===== config.mk =====
export PLATFORM = sky130hd
export DESIGN_NAME = hazard_forward_unit
export DESIGN_NICKNAME = d
export VERILOG_FILES = /design/src/rtl/hazard_pkg.sv /design/src/rtl/hazard_scoreboard.sv /design/src/rtl/hazard_forward_unit.sv
export SDC_FILE = /design/constraint.sdc
export NUM_CORES = 1
export LEC_CHECK = 0
export ABC_AREA = 1
export CORE_ASPECT_RATIO = 1.2
export CORE_MARGIN = 2
export CORE_UTILIZATION = 40
export DETAILED_ROUTE_END_ITERATION = 12
export DONT_BUFFER_PORTS = 1
export PLACE_DENSITY = 0.68
export REMOVE_ABC_BUFFERS = 1
export SLEW_MARGIN = 0
export SYNTH_ARGS = -nofsm -noshare
export SYNTH_HDL_FRONTEND = slang
export SYNTH_SLANG_ARGS = --single-unit

===== constraint.sdc =====
create_clock -name CLK -period 1.41 [get_ports CLK]
set_clock_uncertainty 0.05 [all_clocks]
set_input_delay 0.282 -clock CLK [delete_from_list [all_inputs] [get_ports CLK]]
set_output_delay 0.282 -clock CLK [all_outputs]
set_load 0.03 [all_outputs]

===== src/rtl/hazard_pkg.sv =====
// Shared definitions for the pipeline hazard/forwarding controller:
// forward-select codes, scoreboard stage indices and parameter defaults.
package hazard_pkg;

    localparam int RA_W_DEF   = 4;
    localparam int PC_REG_DEF = 15;
    localparam int STAT_W_DEF = 16;

    // Scoreboard entry layout is {valid, load, dest}; these name the stage slots.
    localparam int SB_DEPTH = 3;
    localparam int SB_EX    = 0;
    localparam int SB_MEM   = 1;
    localparam int SB_WB    = 2;

    typedef enum logic [1:0] {
        FWD_RF  = 2'b00,
        FWD_EX  = 2'b01,
        FWD_MEM = 2'b10,
        FWD_WB  = 2'b11
    } fwd_sel_e;

endpackage


===== src/rtl/hazard_scoreboard.sv =====
// Three-entry in-flight destination tracker (EX, MEM, WB). A stall inserts
// a bubble into EX while MEM and WB keep advancing.
module hazard_scoreboard
    import hazard_pkg::*;
#(
    parameter int RA_W = RA_W_DEF
)
(
    input  logic                           clk_i,
    input  logic                           rst_i,
    input  logic                           stall_i,
    input  logic                           wr_en_i,
    input  logic                           load_i,
    input  logic [RA_W-1:0]                dest_i,
    output logic [SB_DEPTH-1:0]            valid_o,
    output logic [SB_DEPTH-1:0]            load_o,
    output logic [SB_DEPTH-1:0][RA_W-1:0]  dest_o
);

    logic [SB_DEPTH-1:0]           valid_q, valid_d;
    logic [SB_DEPTH-1:0]           load_q,  load_d;
    logic [SB_DEPTH-1:0][RA_W-1:0] dest_q,  dest_d;

    always_comb begin
        valid_d         = valid_q;
        load_d          = load_q;
        dest_d          = dest_q;
        valid_d[SB_WB]  = valid_q[SB_MEM];
        load_d[SB_WB]   = load_q[SB_MEM];
        dest_d[SB_WB]   = dest_q[SB_MEM];
        valid_d[SB_MEM] = valid_q[SB_EX];
        load_d[SB_MEM]  = load_q[SB_EX];
        dest_d[SB_MEM]  = dest_q[SB_EX];
        // A stalled ID instruction is re-presented next cycle, so EX gets a bubble.
        valid_d[SB_EX]  = wr_en_i & ~stall_i;
        load_d[SB_EX]   = load_i & ~stall_i;
        dest_d[SB_EX]   = dest_i;
    end

    always_ff @(posedge clk_i or posedge rst_i) begin
        if (rst_i) begin
            valid_q <= '0;
            load_q  <= '0;
            dest_q  <= '0;
        end else begin
            valid_q <= valid_d;
            load_q  <= load_d;
            dest_q  <= dest_d;
        end
    end

    assign valid_o = valid_q;
    assign load_o  = load_q;
    assign dest_o  = dest_q;

endmodule


===== src/rtl/hazard_forward_unit.sv =====
// Hazard controller: operand forwarding selects, load-use stall and branch flush.
// Define HAZARD_STATS_EN to build the saturating stall/flush statistics counters.
module hazard_forward_unit
    import hazard_pkg::*;
#(
    parameter int RA_W   = RA_W_DEF,
    parameter int PC_REG = PC_REG_DEF,
    parameter int STAT_W = STAT_W_DEF
)
(
    input  logic              CLK,
    input  logic              CLR,
    input  logic [RA_W-1:0]   ID_Rn,
    input  logic [RA_W-1:0]   ID_Rm,
    input  logic [RA_W-1:0]   ID_Rd_src,
    input  logic              ID_use_Rn,
    input  logic              ID_use_Rm,
    input  logic              ID_use_Rd,
    input  logic [RA_W-1:0]   ID_dest,
    input  logic              ID_RF_enable,
    input  logic              ID_Load_Inst,
    input  logic              ID_B_taken,
    output logic              PC_LE,
    output logic              IFID_LE,
    output logic              CU_mux_sel,
    output logic              IFID_CLR,
    output logic [1:0]        fwd_A,
    output logic [1:0]        fwd_B,
    output logic [1:0]        fwd_C,
    output logic [STAT_W-1:0] stall_cnt,
    output logic [STAT_W-1:0] flush_cnt
);

    localparam logic [RA_W-1:0] PC_ADDR = RA_W'(PC_REG);

    logic [SB_DEPTH-1:0]           sb_valid;
    logic [SB_DEPTH-1:0]           sb_load;
    logic [SB_DEPTH-1:0][RA_W-1:0] sb_dest;

    logic [SB_DEPTH-1:0] hit_a, hit_b, hit_c;
    fwd_sel_e            sel_a, sel_b, sel_c;
    logic                load_use;
    logic                stall;
    logic                flush;

    function automatic logic entry_hit(input logic v, input logic [RA_W-1:0] d,
                                       input logic [RA_W-1:0] s, input logic u);
        return v & u & (d == s) & (s != PC_ADDR);
    endfunction

    function automatic fwd_sel_e pick(input logic [SB_DEPTH-1:0] hit);
        if (hit[SB_EX])       return FWD_EX;
        else if (hit[SB_MEM]) return FWD_MEM;
        else if (hit[SB_WB])  return FWD_WB;
        else                  return FWD_RF;
    endfunction

    hazard_scoreboard #(.RA_W(RA_W)) u_scoreboard (
        .clk_i   (CLK),
        .rst_i   (CLR),
        .stall_i (stall),
        .wr_en_i (ID_RF_enable),
        .load_i  (ID_Load_Inst),
        .dest_i  (ID_dest),
        .valid_o (sb_valid),
        .load_o  (sb_load),
        .dest_o  (sb_dest)
    );

    always_comb begin
        hit_a = '0;
        hit_b = '0;
        hit_c = '0;
        for (int i = 0; i < SB_DEPTH; i++) begin
            hit_a[i] = entry_hit(sb_valid[i], sb_dest[i], ID_Rn,     ID_use_Rn);
            hit_b[i] = entry_hit(sb_valid[i], sb_dest[i], ID_Rm,     ID_use_Rm);
            hit_c[i] = entry_hit(sb_valid[i], sb_dest[i], ID_Rd_src, ID_use_Rd);
        end
        sel_a = pick(hit_a);
        sel_b = pick(hit_b);
        sel_c = pick(hit_c);
    end

    // Load data is only available after MEM, so a load in EX feeding ID must wait one cycle.
    assign load_use = sb_load[SB_EX] & (hit_a[SB_EX] | hit_b[SB_EX] | hit_c[SB_EX]);
    assign stall    = load_use & ~CLR;
    assign flush    = ID_B_taken & ~stall & ~CLR;

    assign PC_LE      = ~stall;
    assign IFID_LE    = ~stall;
    assign CU_mux_sel = stall;
    assign IFID_CLR   = flush;
    assign fwd_A      = CLR ? FWD_RF : sel_a;
    assign fwd_B      = CLR ? FWD_RF : sel_b;
    assign fwd_C      = CLR ? FWD_RF : sel_c;

`ifdef HAZARD_STATS_EN
    logic [STAT_W-1:0] stall_cnt_q, stall_cnt_d;
    logic [STAT_W-1:0] flush_cnt_q, flush_cnt_d;

    always_comb begin
        stall_cnt_d = stall_cnt_q;
        flush_cnt_d = flush_cnt_q;
        if (stall && (stall_cnt_q != '1)) stall_cnt_d = stall_cnt_q + STAT_W'(1);
        if (flush && (flush_cnt_q != '1)) flush_cnt_d = flush_cnt_q + STAT_W'(1);
    end

    always_ff @(posedge CLK or posedge CLR) begin
        if (CLR) begin
            stall_cnt_q <= '0;
            flush_cnt_q <= '0;
        end else begin
            stall_cnt_q <= stall_cnt_d;
            flush_cnt_q <= flush_cnt_d;
        end
    end

    assign stall_cnt = stall_cnt_q;
    assign flush_cnt = flush_cnt_q;
`else
    assign stall_cnt = '0;
    assign flush_cnt = '0;
`endif

endmodule


==> results.sh <==
export IMPL_crit_chain="nand2_1, o21ai_0, nor2_1, nand2_1, nor2_2, nand2_1, a21oi_1, buf_4"
export IMPL_start_kind="flip-flop"
export IMPL_ff2ff_path_depth=8
export IMPL_violations="setup timing"
export IMPL_yosysWarnings=0
export IMPL_cts_tree="done"
export IMPL_synthFlopType="dfrtp_1"
export IMPL_hold_viol=0
export IMPL_area_growth_pct=20.5
export IMPL_cts_buffer_depth=2
export IMPL_r2r_end="u_scoreboard.valid_o[0]"
export IMPL_cts_clk_slew_worst_paths_ps=60
export IMPL_fin_tns_setup_ps=-4580
export IMPL_ir_worst_vdd_mv=0.557
export IMPL_crit_required_ps=1080
export IMPL_maxSlewViolCount=0
export IMPL_crit_slowest_cell="dfrtp_2"
export IMPL_clock_latency_ps=260
export IMPL_ys_types=20
export IMPL_grt_max_degree=12
export IMPL_rrSetupSlack_ps=30
export IMPL_chipWidth_um=59.2
export IMPL_core_area_um2=3570
export IMPL_synth_edff_count=0
export IMPL_grt_usage_pct=19.6
export IMPL_avgRoutedWirePerCell_um=12.1
export IMPL_layout_drive_gt1_share_pct=24.1
export IMPL_synth_top_cells_by_area="dfrtp_1 27%, nand2_1 21%, buf_4 17%, nor2_1 8.7%, inv_1 8.2%"
export IMPL_vias=1485
export IMPL_design_area_um2=1760
export IMPL_syn_avg_cell_area_um2=6.04
export IMPL_drtIter0Drc=31
export IMPL_postSynthCellCount=242
export IMPL_ys_seq_area_share_pct=27.4
export IMPL_path_buf_inv=1
export IMPL_power_mw=1.31
export IMPL_cpMostUsedCell="nand2_1"
export IMPL_ys_async_sr_fraction_pct=100
export IMPL_powerDensity_nw_per_um2=746
export IMPL_criticalPathCategory="flip-flop to output port"
export IMPL_place_area_um2=1510
export IMPL_root_buffer="clkbuf_8"
export IMPL_grt_first_pass_wirelength_um=6070
export IMPL_gr_total_overflow=0
export IMPL_timing_final_crit_period_ps=1930
export IMPL_synth_area_um2=1460
export IMPL_hp_start="ID_Load_Inst"
export IMPL_dp_cells=297
export IMPL_via_per_inst=4.81
export IMPL_crit_family="simple AND/OR/NAND/NOR gates"
export IMPL_fin_nets=295
export IMPL_timing_final_crit_share_pct=137
export IMPL_place_gp_congestion=0.995
export IMPL_path_max_fanout=6
export IMPL_wl_um=3740
export IMPL_die_h_um=70.2
export IMPL_final_cells=309
export IMPL_start_util_pct=40.9
export IMPL_yosysMostFrequentCell="nand2_1"
export IMPL_critPathArrivalTime_ps=1590
export IMPL_diodes=0
export IMPL_hold_depth=2
export IMPL_drc_errors=0
export IMPL_grt_pass1_vias=1322
export IMPL_rows=24
export IMPL_status="finished, violations left"
export IMPL_leakagePower_nw=0.971
export IMPL_port_buffers=0
export IMPL_dieArea_um2=4150
export IMPL_hp_class="input pin to flip-flop"
export IMPL_worst_r2r_startpoint="u_scoreboard.dest_o[2]"
export IMPL_drv_cap=0
export IMPL_slowest_delay_ps=440
export IMPL_ys_seq_elements=16
export IMPL_whs_endpoint="u_scoreboard.load_o[0]"
export IMPL_first_pass_iters=4
export IMPL_fmax_mhz=519
export IMPL_nFillCells=364
export IMPL_ioPinCount=66
export IMPL_netlist_top_cells_count="81 x nand2_1, 34 x nor2_1, 33 x buf_4, 32 x inv_1, 16 x dfrtp_1"
export IMPL_pre_cts_ws_ps=-234
export IMPL_ant_nets=0
export IMPL_cts_num_sinks=16
export IMPL_setup_viol=10
export IMPL_rsz0062_at_grt="yes"
export IMPL_dpl_hpwl_um=2980
export IMPL_numCtsBuffers=3
export IMPL_yosysTopAreaCell="dfrtp_1"
export IMPL_critPathCaptureType="output port"
export IMPL_h_tree_depth=1
export IMPL_antenna_found_initial=0
export IMPL_synth_top_area_share_pct=27.4
export IMPL_fin_ws_ps=-516
logic make-up after synthesis:
group                  synth area share, %
AO/OA/AOI/OAI                         8.90
flip-flops                            27.4
buffers and inverters                 25.4
AND/OR/NAND/NOR                       36.8
other                                0.257
XOR/XNOR                              1.20
layout make-up:
cell class / count / area, µm² / share of cell area (%)
clock buffers: 4 / 55.1 / 3.12
inverters: 33 / 124 / 7.03
multi-input cells: 191 / 882 / 50.1
flip-flops and latches: 16 / 408 / 23.2
well taps: 39 / 48.8 / 2.77
repair buffers: 26 / 244 / 13.8
layer usage:
layer / vias to the layer above / global-route usage, % / part of all wire, %
met5: - / 0 / 0
met4: 0 / 9.85 / 3.3
met3: 13 / 4.63 / 9.4
met2: 80 / 31.9 / 50
met1: 666 / 23.4 / 37
li1: 726 / - / -
sequential cells by signal, summed over array words and instances, names as in the netlist:
register              cells
u_scoreboard.dest_o      12
u_scoreboard.load_o       1
u_scoreboard.valid_o      3
timing repair:
item	4_1_cts	5_1_grt
pin swaps	10	12
buffers inserted	2	1
endpoints found under the setup margin	10	12
resized for setup	23	24
endpoints found under the hold margin	8	1
hold buffers	5	1
metrics by stage:
stage,hold slack [ps],utilization (%)
floorplan,179,-
global placement,39.1,42.4
detailed placement,36.3,42.4
CTS,0.0532,47.1
global route,86.5,49.3
finish,81.4,49.3
placed cells by master (no fill, tap or decap), types with 3 or more instances in the layout:
| cell type | instances |
|---|---|
| a21oi_1 | 4 |
| nand2_1 | 77 |
| clkbuf_8 | 4 |
| buf_6 | 7 |
| a21oi_2 | 7 |
| dfrtp_1 | 10 |
| nor2_1 | 28 |
| conb_1 | 32 |
| o21ai_1 | 4 |
| o21ai_0 | 8 |
| inv_1 | 24 |
| nand3_1 | 7 |
| nor2_2 | 9 |
| nand3_2 | 3 |
| dlygate4sd3_1 | 6 |
| nand2_2 | 3 |
| buf_4 | 12 |
| inv_2 | 9 |
| dfrtp_2 | 6 |
where the power goes:
| part | total, mW | leakage, nW | internal [mW] | switching, mW |
|---|---|---|---|---|
| sequential | 0.521 | 0.181 | 0.485 | 0.0353 |
| combinational | 0.387 | 0.761 | 0.117 | 0.270 |
| clock | 0.406 | 0.0288 | 0.248 | 0.158 |
| total | 1.31 | 0.971 | 0.851 | 0.463 |
how the worst max path moves through the flow:
| stage | from | end | slack, ps | cells past startpoint |
|---|---|---|---|---|
| 4_1_cts | u_scoreboard.dest_o[9] | fwd_C[0] | -450 | 8 |
| 2_1_floorplan | u_scoreboard.dest_o[2] | CU_mux_sel | -480 | 8 |
| 3_3_place_gp | u_scoreboard.dest_o[8] | fwd_A[0] | -230 | 9 |
| 6_report | u_scoreboard.dest_o[9] | fwd_C[0] | -520 | 8 |
| 5_1_grt | u_scoreboard.dest_o[2] | CU_mux_sel | -580 | 9 |
| 3_5_place_dp | u_scoreboard.dest_o[1] | PC_LE | -230 | 8 |
No activity file was read; power rests on OpenSTA's default activity.
